### config.mk
export PLATFORM = sky130hd
export DESIGN_NAME = mov_regfile_flat
export DESIGN_NICKNAME = d
export VERILOG_FILES = /design/src/rtl/mov_pkg.sv /design/src/rtl/mov_regfile_if.sv /design/src/rtl/mov_regbank.sv /design/src/rtl/mov_regfile.sv /design/src/flat_wrapper.sv
export SDC_FILE = /design/constraint.sdc
export NUM_CORES = 1
export LEC_CHECK = 0
export CAP_MARGIN = 10
export CELL_PAD_IN_SITES_DETAIL_PLACEMENT = 1
export CELL_PAD_IN_SITES_GLOBAL_PLACEMENT = 2
export CORE_MARGIN = 5
export CORE_UTILIZATION = 42
export CTS_BUF_LIST = sky130_fd_sc_hd__clkbuf_2
export DETAILED_ROUTE_END_ITERATION = 12
export GPL_ROUTABILITY_DRIVEN = 0
export HOLD_SLACK_MARGIN = 0.12
export PLACE_DENSITY_LB_ADDON = 0.1
export SLEW_MARGIN = 5
export SYNTH_ARGS = -nofsm -noshare
export SYNTH_HDL_FRONTEND = slang
export SYNTH_HIERARCHICAL = 1
export SYNTH_SLANG_ARGS = --single-unit
### constraint.sdc
create_clock -name clk -period 8 [get_ports clk]
set_input_delay 1.6 -clock clk [delete_from_list [all_inputs] [get_ports clk]]
set_output_delay 1.6 -clock clk [all_outputs]
set_load 0.02 [all_outputs]
### src/rtl/mov_pkg.sv
// Shared opcode and control-state encodings for the register-move unit.
package mov_pkg;

    localparam logic [1:0] OP_NOP  = 2'd0;
    localparam logic [1:0] OP_MOV  = 2'd1;
    localparam logic [1:0] OP_MOVI = 2'd2;
    localparam logic [1:0] OP_SWAP = 2'd3;

    localparam logic [1:0] S_IDLE  = 2'd0;
    localparam logic [1:0] S_SWAP2 = 2'd1;
    localparam logic [1:0] S_CHECK = 2'd2;

endpackage

### src/rtl/mov_regfile_if.sv
// Command handshake, read port and completion signals of the register-move unit.
interface mov_regfile_if #(
    parameter int unsigned N = 4,
    parameter int unsigned R = 4
);
    localparam int unsigned AW = (R > 1) ? $clog2(R) : 1;

    logic          in_valid;
    logic          in_ready;
    logic [1:0]    op;
    logic [AW-1:0] rd;
    logic [AW-1:0] rs;
    logic [N-1:0]  imm;
    logic [AW-1:0] rd_addr;
    logic [N-1:0]  rd_data;
    logic          done;
    logic          eq_flag;

    modport master (
        output in_valid, op, rd, rs, imm, rd_addr,
        input  in_ready, rd_data, done, eq_flag
    );

    modport slave (
        input  in_valid, op, rd, rs, imm, rd_addr,
        output in_ready, rd_data, done, eq_flag
    );

endinterface

### src/rtl/mov_regbank.sv
// R x N register storage: one synchronous write port, combinational read ports.
// Out-of-range addresses drop writes and read as zero.
module mov_regbank #(
    parameter int unsigned N  = 4,
    parameter int unsigned R  = 4,
    parameter int unsigned AW = 2
) (
    input  logic          clk,
    input  logic          rst,
    input  logic          we,
    input  logic [AW-1:0] waddr,
    input  logic [N-1:0]  wdata,
    input  logic [AW-1:0] a_addr,
    output logic [N-1:0]  a_data,
    input  logic [AW-1:0] b_addr,
    output logic [N-1:0]  b_data,
    input  logic [AW-1:0] c_addr,
    output logic [N-1:0]  c_data
);

    logic [N-1:0] mem [R];

    always_ff @(posedge clk) begin
        if (rst) begin
            for (int i = 0; i < int'(R); i++) begin
                mem[i] <= '0;
            end
        end else if (we && (32'(waddr) < R)) begin
            mem[waddr] <= wdata;
        end
    end

    always_comb begin
        a_data = '0;
        b_data = '0;
        c_data = '0;
        if (32'(a_addr) < R) a_data = mem[a_addr];
        if (32'(b_addr) < R) b_data = mem[b_addr];
        if (32'(c_addr) < R) c_data = mem[c_addr];
    end

endmodule

### src/rtl/mov_regfile.sv
// Register-move unit: executes NOP/MOV/MOVI/SWAP commands over a valid/ready
// handshake and self-checks the destination during a one-cycle done pulse.
module mov_regfile
    import mov_pkg::*;
#(
    parameter int unsigned N = 4,
    parameter int unsigned R = 4
) (
    input logic          clk,
    input logic          rst,
    mov_regfile_if.slave bus
);

    localparam int unsigned AW = (R > 1) ? $clog2(R) : 1;

    logic [1:0]    state_q, state_d;
    logic [N-1:0]  temp_q, expect_q;
    logic [1:0]    op_q;
    logic [AW-1:0] rd_q, rs_q;
    logic          bad_q;

    logic          fire;
    logic          we;
    logic [AW-1:0] waddr, a_addr, b_addr;
    logic [N-1:0]  wdata, a_data, b_data;
    logic          chk;
    logic          bad_d;

    assign bus.in_ready = (state_q == S_IDLE) && !rst;
    assign fire         = bus.in_valid && bus.in_ready;

    // Port A follows rd, port B follows rs: live command in IDLE, latched ones after.
    assign a_addr = (state_q == S_IDLE) ? bus.rd : rd_q;
    assign b_addr = (state_q == S_IDLE) ? bus.rs : rs_q;

    mov_regbank #(
        .N  (N),
        .R  (R),
        .AW (AW)
    ) u_bank (
        .clk    (clk),
        .rst    (rst),
        .we     (we),
        .waddr  (waddr),
        .wdata  (wdata),
        .a_addr (a_addr),
        .a_data (a_data),
        .b_addr (b_addr),
        .b_data (b_data),
        .c_addr (bus.rd_addr),
        .c_data (bus.rd_data)
    );

    always_comb begin
        bad_d = (32'(bus.rd) >= R);
        if ((bus.op == OP_MOV) || (bus.op == OP_SWAP)) begin
            bad_d = bad_d || (32'(bus.rs) >= R);
        end
    end

    always_comb begin
        state_d = state_q;
        case (state_q)
            S_IDLE:  if (fire) state_d = (bus.op == OP_SWAP) ? S_SWAP2 : S_CHECK;
            S_SWAP2: state_d = S_CHECK;
            S_CHECK: state_d = S_IDLE;
            default: state_d = S_IDLE;
        endcase
    end

    always_comb begin
        we    = 1'b0;
        waddr = bus.rd;
        wdata = b_data;
        if (fire) begin
            case (bus.op)
                OP_MOV:  we = 1'b1;
                OP_MOVI: begin
                    we    = 1'b1;
                    wdata = bus.imm;
                end
                OP_SWAP: we = 1'b1;
                default: we = 1'b0;
            endcase
        end else if (state_q == S_SWAP2) begin
            we    = 1'b1;
            waddr = rs_q;
            wdata = temp_q;
        end
    end

    always_ff @(posedge clk) begin
        if (rst) begin
            state_q  <= S_IDLE;
            temp_q   <= '0;
            expect_q <= '0;
            op_q     <= OP_NOP;
            rd_q     <= '0;
            rs_q     <= '0;
            bad_q    <= 1'b0;
        end else begin
            state_q <= state_d;
            if (fire) begin
                op_q     <= bus.op;
                rd_q     <= bus.rd;
                rs_q     <= bus.rs;
                bad_q    <= bad_d;
                expect_q <= (bus.op == OP_MOVI) ? bus.imm : b_data;
                if (bus.op == OP_SWAP) temp_q <= a_data;
            end
        end
    end

    always_comb begin
        chk = 1'b0;
        case (op_q)
            OP_NOP:  chk = 1'b1;
            OP_MOV,
            OP_MOVI: chk = (a_data == expect_q) && !bad_q;
            OP_SWAP: chk = (a_data == expect_q) && (b_data == temp_q) && !bad_q;
            default: chk = 1'b0;
        endcase
    end

    assign bus.done    = (state_q == S_CHECK);
    assign bus.eq_flag = bus.done && chk;

endmodule
### src/flat_wrapper.sv
// flat-port wrapper written by rule: the top's interface ports become plain ports
module mov_regfile_flat import mov_pkg::*;
#(
    parameter int unsigned N = 4,
    parameter int unsigned R = 4
)
  (clk, rst, bus_in_valid, bus_op, bus_rd, bus_rs, bus_imm, bus_rd_addr, bus_in_ready, bus_rd_data, bus_done, bus_eq_flag);
  mov_regfile_if #(.N(N), .R(R)) bus_i ();
  input logic clk;
  input logic rst;
  input wire logic [$bits(bus_i.in_valid)-1:0] bus_in_valid;
  input wire logic [$bits(bus_i.op)-1:0] bus_op;
  input wire logic [$bits(bus_i.rd)-1:0] bus_rd;
  input wire logic [$bits(bus_i.rs)-1:0] bus_rs;
  input wire logic [$bits(bus_i.imm)-1:0] bus_imm;
  input wire logic [$bits(bus_i.rd_addr)-1:0] bus_rd_addr;
  output wire logic [$bits(bus_i.in_ready)-1:0] bus_in_ready;
  output wire logic [$bits(bus_i.rd_data)-1:0] bus_rd_data;
  output wire logic [$bits(bus_i.done)-1:0] bus_done;
  output wire logic [$bits(bus_i.eq_flag)-1:0] bus_eq_flag;
  assign bus_i.in_valid = bus_in_valid;
  assign bus_i.op = bus_op;
  assign bus_i.rd = bus_rd;
  assign bus_i.rs = bus_rs;
  assign bus_i.imm = bus_imm;
  assign bus_i.rd_addr = bus_rd_addr;
  assign bus_in_ready = bus_i.in_ready;
  assign bus_rd_data = bus_i.rd_data;
  assign bus_done = bus_i.done;
  assign bus_eq_flag = bus_i.eq_flag;
  mov_regfile #(.N(N), .R(R)) u_core (.clk(clk), .rst(rst), .bus(bus_i));
endmodule
==> flow_summary.toml, run 1 <==
[outcome]
status = "complete, no violations"

[worst_hold_path]
hp-start = "u_core/op_q[1]$_SDFFE_PP0P_"
hold_class = "reg -> reg"

[global_routing]
grt_util_met3_pct = 4.233
grt_start_max_net_pins = 27
busiest_layer = "met2"
grt_usage_pct = 16.12
grt_antenna_before_repair = 0
overflow = 0
met1_usage_pct = 19.20
grt_pass1_vias = 1477
grt_first_pass_wirelength_mm = 7.721
use_met2_pct = 28.06

[synthesis]
avgSynthCellArea_um2 = 11.93
synthSimpleGateAreaFrac_pct = 20.08
syn_nets = 180
syn_area_um2 = 1944
synth_compound_area_share_pct = 7.722
synth_xor_area_share_pct = 3.604
synth_top_area_share_pct = 24.71
synthAdderAreaFrac_pct = 1.287
synth_top_family_by_area = "multiplexers"
synthMuxAreaShare_pct = 23.81
synth_cell_types = 33
yosys.area.top_type = "edfxtp_1"
yosysSeqAreaShare_pct = 41.18
synth_cells = 163
synth.area.top_cells = "edfxtp_1 (25%), dfxtp_1 (16%), mux4_1 (16%), and2_1 (5.1%), mux2i_1 (4.1%)"
ys_seq_elements = 32
yosys_warnings = 6

[worst_setup_path]
path_common_cell = "clkdlybuf4s50_1"
crit_chain = "clkdlybuf4s50_1, mux2_2, mux4_1, xor2_1, nor4_1, o21ai_0, nor2_1, clkdlybuf4s50_1"
crit_family = "buffers and inverters"
cp-start-kind = "input port"
worstSetupStartpoint = "bus_rd[0]"
cp-end-kind = "output pin"
critPathArrivalTime_ns = 4.27
crit_fanout = 4
slowest_stage = "mux4_1"
regToRegStartpoint = "u_core/state_q[0]$_SDFFE_PP0P_"
crit_type = "in -> out"
crit_required_ns = 6.40
cp_num_buf_inv = 2
max_stage_delay_ns = 0.65

[floorplanning]
fp.dieW_um = 78.04
die-height_um = 78.04
start_util_pct = 44.05
core_area_um2 = 4414
io_pins = 22
rows = 24
die_area_um2 = 6090

[pwr]
seq_power_share_pct = 54.1
pwr-share-clk_pct = 22.1
switching_share_pct = 30.53
ir_worst_vdd_uv = 91.84
p_per_area_nw_per_um2 = 154.6
p_leak_nw = 0.8959
switching_power_mw = 0.1057
pwr-share-comb_pct = 23.7
p_int_mw = 0.2405

[sta]
fin_crit_sh_pct = 73.40
fmax_mhz = 170.3
slew_headroom_pct = 46.29
rsz0062_at_grt = "no"
period_needed_ns = 5.872
slew_violations = 0
skew_ns = 0.01810
finalHoldViolations = 0
whs_ns = 0.4960
layout_setup_ws_ns = 2.128
fin_tns_setup_ns = 0
tightest_slew_ns = 0.7972
setup_viol = 0

[place]
postPlaceCellArea_um2 = 2201
io_buffers = 21
dpl.hpwl_mm = 3.663
pre_cts_slack_ns = 2.120

[clock_tree]
cts_resized = 0
clock-sinks = 32
cts_tree = "built"
clk_latency_ns = 0.38
clock-root-buffer = "clkbuf_2"
post-cts-setup-buffers = 0
numCtsBuffers = 5
cts_hold_buf = 0
cts_buffer_depth = 2
htree_num_levels = 2
path_clk_slew_ns = 0.17

[route]
drtAntennaViolNets = 0
wl_per_cell_um = 18.92
drt-initial-drc-count = 42
viasPerCell = 5.647
drc_errors = 0
drtPass1Iterations = 4
num_vias = 1361
drt-total-wl_mm = 4.560

[final_layout]
nFillCells = 463
stdcell_area_um2 = 2240
area_growth_pct = 15.19
final_nets = 205
n_antenna_cell = 0
drive_above_1_share_pct = 13.23

[flow_run]
maxCapViolations = 0
## registers in the layout, indices dropped and copies added, names as in the netlist
signal and cells:
u_core/state_q 2, u_core/rd_q 2, u_core/rs_q 2, u_core/temp_q 4
u_core/expect_q 4, u_core/op_q 2, u_core/u_bank/mem 16
## cells in the mapped netlist
cell,number
a31o_2,2
nand2b_1,7
xor2_1,7
inv_1,3
mux4_1,12
nor4b_2,1
clkbuf_1,3
xnor2_1,1
dfxtp_1,16
ha_1,2
and4bb_2,2
or2b_1,1
and2_1,16
nor4_1,1
mux2i_1,8
nor4b_4,1
edfxtp_1,16
nor2_8,1
nor2b_1,1
nor2_1,19
o21ai_2,1
a21oi_1,3
o22ai_1,4
o21bai_1,2
and2b_2,1
a211oi_1,4
nand2_1,9
a311oi_1,1
o21ai_0,6
or4b_4,1
nor3_1,3
mux2_2,6
buf_6,2
## layer usage
metal | share of wire (%) | routed length (um)
met4 | 1.5 | 68
met3 | 3.4 | 157
met2 | 53 | 2395
met1 | 43 | 1939
met5 | 0 | 0
## through the flow
step           utilization, %  power, mW  std cells
2_1_floorplan               -     0.2431        163
3_3_place_gp            49.86     0.2697        233
3_5_place_dp            49.86     0.2742        233
4_1_cts                 50.74     0.3502        241
5_1_grt                 50.74     0.3702        241
6_report                50.74     0.3462        241
## power by group through the flow
stage	clock network (mW)	logic, mW	registers, mW
finish	0.0767	0.0821	0.187
global route	0.0918	0.0897	0.189
CTS	0.0794	0.0833	0.188
detailed placement	0	0.0830	0.191
global placement	0	0.0797	0.190
floorplan	0	0.0547	0.188
## area by class of cell
type | count | area (um^2) | share of cell area (%)
well taps | 52 | 65.06 | 2.905
clock inverters | 3 | 13.76 | 0.6145
flip-flops and latches | 32 | 800.8 | 35.75
repair buffers | 23 | 225.2 | 10.06
inverters | 3 | 11.26 | 0.5028
multi-input cells | 123 | 1099 | 49.05
clock buffers | 5 | 25.02 | 1.117
## cells by family (layout without fill, tap and decap cells)
logic type | Yosys count | after routing
simple gates | 64 | 64
flops | 32 | 32
mux | 26 | 26
fa+ha+maj | 2 | 2
buf+inv | 8 | 34
compound gates | 23 | 23
xor+xnor | 8 | 8
## worst min-delay path: cells and delay by family (launching register included)
family / cells / cell delay (ns)
AO/OA/AOI/OAI: 1 / 0.05
flip-flops: 1 / 0.36
AND/OR/NAND/NOR: 1 / 0.06
## cells in the final DEF (no fill, tap or decap), types with 2 or more instances in the layout
cell,instances
edfxtp_1,16
mux4_1,12
a21oi_1,3
nor2_1,19
buf_4,2
nand2b_1,7
o22ai_1,4
nand2_1,9
inv_1,3
clkinv_2,2
clkdlybuf4s50_1,21
xor2_1,7
o21ai_0,6
dfxtp_1,16
ha_1,2
a31o_2,2
clkbuf_2,5
and4bb_2,2
a211oi_1,4
and2_1,16
o21bai_1,2
mux2_2,6
nor3_1,3
mux2i_1,8
## path summary, 6_finish.rpt
kind         slack, ns  cells past startpoint                                    end
max reg2reg       5.36                      4  u_core/u_bank/mem[2][2]$_SDFFCE_PN0P_
max               2.13                      8                            bus_eq_flag
min reg2reg       0.50                      2            u_core/op_q[1]$_SDFFE_PP0P_
min               0.50                      2            u_core/op_q[1]$_SDFFE_PP0P_
(Power assumes the default switching activity.)
==> run 2: changes to the inputs <==
--- a/config.mk
+++ b/config.mk
@@ -9,7 +9,7 @@
 export CELL_PAD_IN_SITES_DETAIL_PLACEMENT = 1
 export CELL_PAD_IN_SITES_GLOBAL_PLACEMENT = 2
 export CORE_MARGIN = 5
-export CORE_UTILIZATION = 42
+export CORE_UTILIZATION = 39
 export CTS_BUF_LIST = sky130_fd_sc_hd__clkbuf_2
 export DETAILED_ROUTE_END_ITERATION = 12
 export GPL_ROUTABILITY_DRIVEN = 0
==> constraint.sdc (replaced) <==
create_clock -name clk -period 6.1 [get_ports clk]
set_input_delay 1.22 -clock clk [delete_from_list [all_inputs] [get_ports clk]]
set_output_delay 1.22 -clock clk [all_outputs]
set_load 0.02 [all_outputs]
==> flow_summary.toml, run 2 (synthesized netlist as in run 1, its figures left out) <==
[outcome]
status = "complete, no violations"

[sta]
skew_ns = 0.02191
slew_violations = 0
tightest_slew_ns = 0.9578
setup_viol = 0
layout_setup_ws_ns = 0.9923
period_needed_ns = 5.108
fmax_mhz = 195.8
slew_headroom_pct = 35.95
fin_tns_setup_ns = 0
rsz0062_at_grt = "no"
finalHoldViolations = 0
whs_ns = 0.4935
fin_crit_sh_pct = 83.73

[worst_setup_path]
crit_required_ns = 4.88
path_common_cell = "clkdlybuf4s50_1"
crit_fanout = 4
crit_type = "in -> out"
cp_num_buf_inv = 2
cp-end-kind = "output pin"
crit_family = "buffers and inverters"
max_stage_delay_ns = 0.62
cp-start-kind = "input port"
critPathArrivalTime_ns = 3.89
slowest_stage = "mux4_1"
crit_chain = "clkdlybuf4s50_1, mux2_2, mux4_1, xor2_1, nor4_1, o21ai_0, nor2_1, clkdlybuf4s50_1"

[clock_tree]
htree_num_levels = 2
post-cts-setup-buffers = 0
clock-sinks = 32
path_clk_slew_ns = 0.16
cts_buffer_depth = 2
numCtsBuffers = 5
clock-root-buffer = "clkbuf_2"
clk_latency_ns = 0.37
cts_hold_buf = 0
cts_tree = "built"
cts_resized = 0

[route]
drt-total-wl_mm = 4.417
wl_met3_um = 123
wl_met1_mm = 1.950
routed.top_layer = "met4"
viasPerCell = 5.224
wl_per_cell_um = 17.32
wl_met2_mm = 2.288
drt-initial-drc-count = 47
drtPass1Iterations = 4
num_vias = 1332
drc_errors = 0
drtAntennaViolNets = 0

[global_routing]
grt_first_pass_wirelength_mm = 7.307
grt_usage_pct = 15.09
overflow = 0
grt_pass1_vias = 1407
grt_antenna_before_repair = 0
grt_start_max_net_pins = 27

[place]
pre_cts_slack_ns = 1.003
io_buffers = 21
dpl.hpwl_mm = 3.582

[final_layout]
drive_above_1_share_pct = 12.77
area_growth_pct = 15.77
final_nets = 204
largest-register = "u_core/u_bank/mem"
n_antenna_cell = 0
fin_util_pct = 47.03
reg_top3 = "u_core/u_bank/mem x16, u_core/expect_q x4, u_core/temp_q x4"
final_cell_mix = "clkdlybuf4s50_1 (21), nor2_1 (19), dfxtp_1 (16), and2_1 (16), edfxtp_1 (16)"
largest_reg_flops = 16
final_common_cell = "clkdlybuf4s50_1"

[floorplanning]
rows = 25
core_area_um2 = 4786
io_pins = 22
die_area_um2 = 6498
fp.dieW_um = 80.61
start_util_pct = 40.63
die-height_um = 80.61

[pwr]
p_leak_nw = 0.8911
ir_worst_vdd_uv = 111.5
p_total_mw = 0.4517
p_per_area_nw_per_um2 = 200.7

[worst_hold_path]
hold_class = "reg -> reg"

[flow_run]
maxCapViolations = 0
==> run 2: cell types whose count changed in the layout (fill, tap and decap cells not counted) <==
cell | before | now
buf_4 | 2 | 1
==> run 2: routing by layer <==
layer | track usage (%) | vias up
met1 | 18.32 | 649
li1 | - | 663
met4 | 5.574 | 0
met5 | 0 | -
met2 | 26.08 | 15
met3 | 3.251 | 5
==> run 2: metrics by stage <==
stage / instance area [um^2] / instances
detailed placement: 2212 / 247
finish: 2251 / 255
global placement: 2212 / 247
CTS: 2251 / 255
global route: 2251 / 255
floorplan: 1944 / 163
==> run 2: layout make-up <==
type / count / area [um^2]
repair buffers: 22 / 217.7
multi-input cells: 123 / 1099
clock buffers: 5 / 25.02
fillers: 508 / 2535
inverters: 3 / 11.26
clock inverters: 3 / 13.76
flip-flops and latches: 32 / 800.8
well taps: 67 / 83.83
==> run 2: worst paths after layout <==
kind / from / endpoint / slack (ns) / depth (start not counted)
min reg2reg: u_core/op_q[1]$_SDFFE_PP0P_ / u_core/op_q[1]$_SDFFE_PP0P_ / 0.49 / 2
max: bus_rd[0] / bus_eq_flag / 0.99 / 8
min: u_core/op_q[1]$_SDFFE_PP0P_ / u_core/op_q[1]$_SDFFE_PP0P_ / 0.49 / 2
max reg2reg: u_core/state_q[0]$_SDFFE_PP0P_ / u_core/u_bank/mem[2][0]$_SDFFCE_PN0P_ / 3.46 / 4
==> run 2: power by group <==
part	switching, mW	internal [mW]
Sequential	0.00876	0.237
Clock	0.0749	0.0257
Combinational	0.0528	0.0522
Total	0.137	0.315
==> run 2: worst min-delay path: cells and delay by family (launching register included) <==
family	cells	cell delay, ns
compound gates	1	0.05
simple gates	1	0.06
flops	1	0.36
==> run 3: changes to the inputs <==
==> constraint.sdc (replaced) <==
create_clock -name clk -period 5.1 [get_ports clk]
set_input_delay 1.02 -clock clk [delete_from_list [all_inputs] [get_ports clk]]
set_output_delay 1.02 -clock clk [all_outputs]
set_load 0.02 [all_outputs]
==> flow_summary.toml, run 3 (synthesized netlist as in run 1, its figures left out) <==
[place]
dpl.hpwl_mm = 3.737
io_buffers = 21
dp.cells = 248
pre_cts_slack_ns = 0.3613
postPlaceCellArea_um2 = 2220

[clock_tree]
cts_hold_buf = 0
numCtsBuffers = 5
path_clk_slew_ns = 0.19
clock-sinks = 32
htree_num_levels = 2
cts_tree = "built"
clk_latency_ns = 0.38
post-cts-setup-buffers = 0
cts_buffer_depth = 2
clock-root-buffer = "clkbuf_2"
cts_resized = 0

[floorplanning]
rows = 25
die-height_um = 80.61
start_util_pct = 40.63
core_area_um2 = 4786
io_pins = 22
die_area_um2 = 6498
fp.dieW_um = 80.61

[route]
drt-initial-drc-count = 65
viasPerCell = 5.375
drt-total-wl_mm = 4.738
drc_errors = 0
num_vias = 1376
drtPass1Iterations = 4
wl_per_cell_um = 18.51
drtAntennaViolNets = 0

[outcome]
status = "complete, no violations"

[sta]
skew_ns = 0.01891
rsz0062_at_grt = "no"
setup_viol = 0
fin_crit_sh_pct = 93.33
tightest_slew_ns = 0.7972
finalHoldViolations = 0
slew_headroom_pct = 46.29
fin_tns_setup_ns = 0
fmax_mhz = 210.1
whs_ns = 0.4946
layout_setup_ws_ns = 0.3402
slew_violations = 0
period_needed_ns = 4.760

[final_layout]
reg_top3 = "u_core/u_bank/mem x16, u_core/expect_q x4, u_core/temp_q x4"
largest-register = "u_core/u_bank/mem"
final_cell_count_no_fill = 256
fin_util_pct = 47.79
stdcell_area_um2 = 2287
drive_above_1_share_pct = 13.76
largest_reg_flops = 16
area_growth_pct = 17.63
final_nets = 205
final_common_cell = "clkdlybuf4s50_1"
nFillCells = 526
n_antenna_cell = 0
final_cell_mix = "clkdlybuf4s50_1 (21), nor2_1 (19), dfxtp_1 (16), and2_1 (16), edfxtp_1 (16)"

[pwr]
ir_worst_vdd_uv = 179.2
p_total_mw = 0.5979
p_leak_nw = 0.9047
p_per_area_nw_per_um2 = 261.4

[worst_setup_path]
cp_num_buf_inv = 2
path_common_cell = "clkdlybuf4s50_1"
crit_required_ns = 4.08
crit_type = "in -> out"
critPathArrivalTime_ns = 3.74
crit_fanout = 4
cp-end-kind = "output pin"
max_stage_delay_ns = 0.63
slowest_stage = "mux4_1"
crit_family = "buffers and inverters"
cp-start-kind = "input port"
crit_chain = "clkdlybuf4s50_1, mux2_2, mux4_1, xor2_1, nor4_1, o21ai_0, nor2_1, clkdlybuf4s50_1"
regToRegStartpoint = "u_core/state_q[0]$_SDFFE_PP0P_"
worstSetupStartpoint = "bus_rd[0]"

[flow_run]
maxCapViolations = 0

[global_routing]
overflow = 0
grt_pass1_vias = 1466
grt_usage_pct = 15.82
grt_first_pass_wirelength_mm = 7.638
grt_start_max_net_pins = 26
grt_antenna_before_repair = 0

[worst_hold_path]
hp-start = "u_core/op_q[1]$_SDFFE_PP0P_"
hold_class = "reg -> reg"
run 3: final cells by class:
class                   instances  area (um^2)  share of cell area (%)
repair buffers                 23        225.2                   9.847
clock buffers                   5        25.02                   1.094
multi-input cells             123         1099                   48.03
flip-flops and latches         32        800.8                   35.01
inverters                       3        11.26                  0.4923
clock inverters                 3        42.54                   1.860
well taps                      67        83.83                   3.665
run 3: path summary, 6_finish.rpt:
path / slack [ns] / endpoint / cells past startpoint
min: 0.49 / u_core/op_q[1]$_SDFFE_PP0P_ / 2
max: 0.34 / bus_eq_flag / 8
max reg2reg: 2.37 / u_core/u_bank/mem[2][0]$_SDFFCE_PN0P_ / 4
min reg2reg: 0.49 / u_core/op_q[1]$_SDFFE_PP0P_ / 2
run 3: metal layers:
metal  global-route usage, %  vias to the layer above  part of all wire [%]
met2                   28.73                       19                    52
met5                       0                        -                     0
met4                   4.054                        0                   1.0
met3                   3.924                        6                   3.1
met1                   18.44                      685                    44
li1                        -                      666                     -
run 3: report_power, final:
part           total [mW]  internal (mW)  leakage, nW  switching [mW]
logic               0.130         0.0629        0.568          0.0671
registers           0.294          0.284        0.297          0.0105
clock network       0.174         0.0820       0.0390          0.0917
total               0.598          0.429        0.905           0.169
run 3: tightest hold or removal path, stage by stage, from the launching register on:
cell and delay [ns]:
dfxtp_1 0.37, nand2_1 0.06, a21oi_1 0.05
